==> config.mk <==
export PLATFORM = sky130hd
export DESIGN_NAME = sram_flat
export DESIGN_NICKNAME = d
export VERILOG_FILES = /design/src/rtl/sram_if.sv /design/src/rtl/sram.sv /design/src/flat_wrapper.sv
export SDC_FILE = /design/constraint.sdc
export NUM_CORES = 2
export LEC_CHECK = 0
export CORE_MARGIN = 2
export CORE_UTILIZATION = 46
export CTS_CLUSTER_SIZE = 20
export DETAILED_ROUTE_END_ITERATION = 7
export PLACE_DENSITY = 0.59
export RECOVER_POWER = 25
export SLEW_MARGIN = 10
export SYNTH_ARGS = -nofsm -noshare
export SYNTH_HDL_FRONTEND = slang
export SYNTH_SLANG_ARGS = --single-unit
==> constraint.sdc <==
create_clock -name clk -period 41.7 [get_ports clk]
set_clock_uncertainty 0.1 [all_clocks]
set_input_delay 12.51 -clock clk [delete_from_list [all_inputs] [get_ports clk]]
set_output_delay 12.51 -clock clk [all_outputs]
set_load 0.01 [all_outputs]
==> src/rtl/sram_if.sv <==
// Bus bundle for the single-port scratch SRAM: access controls, address, write
// data and the (optionally tri-stated) registered read data.
interface sram_if #(
  parameter int unsigned ADDR_WIDTH = 8,
  parameter int unsigned DATA_WIDTH = 8
);
  logic                  cs;    // chip select, active-high
  logic                  wr;    // write enable, active-high
  logic                  rd;    // read enable, active-low
  logic [ADDR_WIDTH-1:0] addr;
  logic [DATA_WIDTH-1:0] din;
  logic [DATA_WIDTH-1:0] dout;

  modport master (
    output cs,
    output wr,
    output rd,
    output addr,
    output din,
    input  dout
  );

  modport slave (
    input  cs,
    input  wr,
    input  rd,
    input  addr,
    input  din,
    output dout
  );
endinterface

==> src/rtl/sram.sv <==
// Single-port 2**ADDR_WIDTH x DATA_WIDTH synchronous SRAM with registered read data.
// Each word carries a valid bit so that reset only has to clear the valid bits.
// Unwritten words read as zero. A read and a write to the same word in the same
// cycle return the new data.
// Build option: define SRAM_TRISTATE_EN to float dout (all-Z) when idle, for a
// shared bus; otherwise idle dout is driven to all-0.
module sram #(
  parameter int unsigned ADDR_WIDTH = 8,
  parameter int unsigned DATA_WIDTH = 8
) (
  input logic   clk,
  input logic   rst,
  sram_if.slave bus
);

  localparam int unsigned DEPTH = 2 ** ADDR_WIDTH;

  logic [DATA_WIDTH-1:0] mem [DEPTH];
  logic [DEPTH-1:0]      valid_q;
  logic [DATA_WIDTH-1:0] rdata_q, rdata_d;
  logic                  oe_q, oe_d;
  logic                  wr_en, rd_en;

  assign wr_en = bus.cs & bus.wr;
  assign rd_en = bus.cs & ~bus.rd;

  // Next read-data selection: write-through, then stored word, then zero.
  always_comb begin
    rdata_d = rdata_q;
    oe_d    = rd_en;
    if (rd_en) begin
      if (wr_en) begin
        rdata_d = bus.din;
      end else if (valid_q[bus.addr]) begin
        rdata_d = mem[bus.addr];
      end else begin
        rdata_d = '0;
      end
    end
  end

  // Storage array; no reset needed because the valid bits mask stale contents.
  // Writes during reset are discarded.
  always_ff @(posedge clk) begin
    if (!rst && wr_en) begin
      mem[bus.addr] <= bus.din;
    end
  end

  // Per-word valid bits, cleared by reset.
  always_ff @(posedge clk or posedge rst) begin
    if (rst) begin
      valid_q <= '0;
    end else if (wr_en) begin
      valid_q[bus.addr] <= 1'b1;
    end
  end

  // Registered read data and output enable.
  always_ff @(posedge clk or posedge rst) begin
    if (rst) begin
      rdata_q <= '0;
      oe_q    <= 1'b0;
    end else begin
      rdata_q <= rdata_d;
      oe_q    <= oe_d;
    end
  end

`ifdef SRAM_TRISTATE_EN
  assign bus.dout = oe_q ? rdata_q : {DATA_WIDTH{1'bz}};
`else
  assign bus.dout = oe_q ? rdata_q : '0;
`endif

endmodule

==> src/flat_wrapper.sv <==
// flat-port wrapper written by rule: the top's interface ports become plain ports
module sram_flat 
#(
  parameter int unsigned ADDR_WIDTH = 8,
  parameter int unsigned DATA_WIDTH = 8
)
  (clk, rst, bus_cs, bus_wr, bus_rd, bus_addr, bus_din, bus_dout);
  sram_if #(.ADDR_WIDTH(ADDR_WIDTH), .DATA_WIDTH(DATA_WIDTH)) bus_i ();
  input logic clk;
  input logic rst;
  input wire logic [$bits(bus_i.cs)-1:0] bus_cs;
  input wire logic [$bits(bus_i.wr)-1:0] bus_wr;
  input wire logic [$bits(bus_i.rd)-1:0] bus_rd;
  input wire logic [$bits(bus_i.addr)-1:0] bus_addr;
  input wire logic [$bits(bus_i.din)-1:0] bus_din;
  output wire logic [$bits(bus_i.dout)-1:0] bus_dout;
  assign bus_i.cs = bus_cs;
  assign bus_i.wr = bus_wr;
  assign bus_i.rd = bus_rd;
  assign bus_i.addr = bus_addr;
  assign bus_i.din = bus_din;
  assign bus_dout = bus_i.dout;
  sram #(.ADDR_WIDTH(ADDR_WIDTH), .DATA_WIDTH(DATA_WIDTH)) u_core (.clk(clk), .rst(rst), .bus(bus_i));
endmodule
==> results.yml <==
worst_setup_path:
  cp_data_arrival_time_ns: 19.20
  r2r_slack_ns: 38.42
  critPathCapture: "u_core.mem[91][4]"
  rr_endpoint: "u_core.rdata_q[3]"
  critical_path_class: "primary input to flop"
  crit_fanout: 68
  critPathCaptureType: "flop"
  timing.critical_path.from: "rst"
  ff_to_ff_path_depth: 7
  start_of_the_worst_register_to_register_path: "u_core.mem[88][3]"
  critPathLaunchType: "primary input"
  worst-endpoint-required_ns: 42.06
logic_synthesis:
  syn-num-nets: 4451
  mapped_cells: 4430
  synth_edf_count: 2048
  syn_area_um2: 90700
  yosys.cell_types.count: 71
  postSynthRegisterBits: 2313
  avgSynthCellArea_um2: 20.5
  ys_seq_area_share_pct: 75.1
  async_flop_share_pct: 11.5
  yosys_warnings: 0
  synthFlopType: "sky130_fd_sc_hd__edfxtp_1"
clock_network:
  postCtsSetupBuffers: 0
  htree_levels: 4
  clock_insertion_delay_worst_skew_ns: 0.87
  postCtsHoldBufs: 0
  clkTransAtPathRegs_ns: 0.06
  clkSinkCount: 2313
  cts-buffers-inserted: 224
  tritoncts: "built"
  clock-root-buffer: "sky130_fd_sc_hd__clkbuf_16"
  clock_path_buffers: 3
  ctsResizeCount: 0
hold_path:
  timing.hold.worst.class: "flop to flop"
cells_and_area:
  layout-drive-gt1-share_pct: 22.1
  count_of_filler_cells_inserted_in_the_layout: 15500
  layout_common_cells: "sky130_fd_sc_hd__edfxtp_1, sky130_fd_sc_hd__mux4_2, sky130_fd_sc_hd__nor2_1, sky130_fd_sc_hd__dfrtp_1, sky130_fd_sc_hd__clkbuf_16"
  layout.area.seq_um2: 68100
  post_route_insts_no_fill: 7340
  nets: 4533
  area_growth_syn_to_layout_pct: 11.2
  multi_input_area_um2: 21200
  layout.cells.most_common: "sky130_fd_sc_hd__edfxtp_1"
placed_design:
  place.port_buffers: 28
  gp_congestion: 0.888
  pre_cts_slack_ns: 22.90
  detailedPlacementHpwl_um: 156000
  place_inst: 6910
grt:
  first_global_vias: 46100
  grt_antenna_before_repair: 10
  first_pass_grt_wire_length_um: 361000
  overflow: 0
  track_usage_pct: 25.8
  maximum_number_of_pins_on_one_net_before_global_route_repair: 118
routing:
  route.met3.wl_um: 22700
  drt_pass1_iterations: 5
  post_drt_via_cell_ratio: 6.30
  met2_wirelength_um: 120000
  drc: 0
  drt-met1-wl_um: 105000
  drt-initial-drc-count: 6208
  avgRoutedWirePerCell_um: 35.1
  routed.top_layer: "met5"
  detailroute.via_count: 46300
  detail-route-antenna-nets: 0
  drt-total-wl_um: 257000
pwr:
  pwr_density_cell_nw_per_um2: 47.4
  ir_drop_v: 0.0000350
  leakage_nw: 33.7
  total_power_mw: 4.78
run:
  timing.max_cap.violations: 16
floorplan:
  starting_density_of_the_core_pct: 46.4
  row_count: 162
  total_die_area_um2: 201000
  ioPinCount: 29
  fp.coreArea_um2: 195000
  die-width_um: 448
  fp.dieH_um: 448
timing:
  max-slew-margin-rel_pct: -291
  timing.final.crit_share_pct: 45.2
  tns_ns: 0
  timing_worst_slew_pin_value_ns: 5.87
  setup_viol: 0
  fmaxAchievable_mhz: 53.1
  layout_setup_ws_ns: 22.86
  fin_crit_ns: 18.84
  finalHoldViolCount: 0
  timing_max_transition_violations_final: 1251
  unrepaired_setup_endpoints_after_global_routing: "false"
run_status:
  outcome: "finished with violations"
  failed_checks: "max-capacitance violations, max-slew violations"
## synth_stat cells (27+ instances only)
| cell type | n | area, µm² |
|---|---|---|
| sky130_fd_sc_hd__a21oi_1 | 44 | 220 |
| sky130_fd_sc_hd__a21o_1 | 165 | 1240 |
| sky130_fd_sc_hd__edfxtp_1 | 2048 | 61500 |
| sky130_fd_sc_hd__mux2i_1 | 91 | 911 |
| sky130_fd_sc_hd__o21bai_1 | 94 | 706 |
| sky130_fd_sc_hd__nand3_1 | 46 | 230 |
| sky130_fd_sc_hd__buf_2 | 68 | 340 |
| sky130_fd_sc_hd__clkbuf_1 | 129 | 484 |
| sky130_fd_sc_hd__a22oi_1 | 91 | 683 |
| sky130_fd_sc_hd__nor2_1 | 339 | 1270 |
| sky130_fd_sc_hd__buf_4 | 44 | 330 |
| sky130_fd_sc_hd__dfrtp_1 | 265 | 6630 |
| sky130_fd_sc_hd__o22ai_1 | 30 | 188 |
| sky130_fd_sc_hd__nand2_1 | 102 | 383 |
| sky130_fd_sc_hd__nor3_1 | 27 | 135 |
| sky130_fd_sc_hd__mux4_2 | 576 | 13000 |
## critical path, cell delays in order
cell	delay [ns]
sky130_fd_sc_hd__dlygate4sd3_1	0.55
sky130_fd_sc_hd__clkinvlp_2	2.23
sky130_fd_sc_hd__clkbuf_1	1.65
sky130_fd_sc_hd__nand2_1	1.02
sky130_fd_sc_hd__nor2_1	1.06
## worst min path at each step
stage | cells past startpoint | start | slack (ns) | end
global route | 1 | u_core.valid_q[69] | 0.36 | u_core.valid_q[69]
global placement | 1 | u_core.valid_q[139] | 0.33 | u_core.valid_q[139]
floorplan | 1 | u_core.valid_q[115] | 0.32 | u_core.valid_q[115]
finish | 1 | u_core.valid_q[131] | 0.35 | u_core.valid_q[131]
detailed placement | 1 | u_core.valid_q[115] | 0.34 | u_core.valid_q[115]
CTS | 1 | u_core.valid_q[195] | 0.35 | u_core.valid_q[195]
## metal layers
metal	up-vias	GRT usage, %
li1	18500	-
met1	25100	36.3
met2	2231	39.5
met3	462	6.21
met4	10	9.13
met5	-	0
## state kept, by name, summed over array words and instances (netlist names)
register and flops:
u_core.valid_q 256, u_core.rdata_q 8, u_core.oe_q 1, u_core.mem 2048
## per-stage QoR
step	instance area, µm²	hold slack (ns)	utilization, %
4_1_cts	101000	0.351	51.6
5_1_grt	101000	0.360	51.6
6_report	101000	0.350	51.6
3_3_place_gp	93800	0.329	48.0
3_5_place_dp	93800	0.337	48.0
2_1_floorplan	90700	0.320	-
## area by class of cell
class                      count  area share, %
inverter                       7         0.0273
timing repair buffer         139           1.08
tap                         2624           3.26
multi-input combinational   1827           21.0
clock buffer                 308           6.06
antenna                       10         0.0248
clock inverter               112          0.988
sequential                  2313           67.6
## kinds of logic (layout without fill, tap and decap cells)
kind of cell           count (synthesis)  after routing  synth area share (%)
DFF                                 2313           2313                  75.1
muxes                                695            695                  16.0
and+or+nand+nor                      600            600                  2.88
AOI/OAI and AO/OA                    532            532                  4.30
buffers and inverters                290            566                  1.71
other                                  0             10                     0
## power by group
group / internal [mW] / total (mW) / switching, mW
combinational: 0.0848 / 0.254 / 0.169
clock: 1.10 / 1.98 / 0.877
sequential: 2.54 / 2.55 / 0.00770
total: 3.73 / 4.78 / 1.05
No activity file was read; power rests on OpenSTA's default activity.
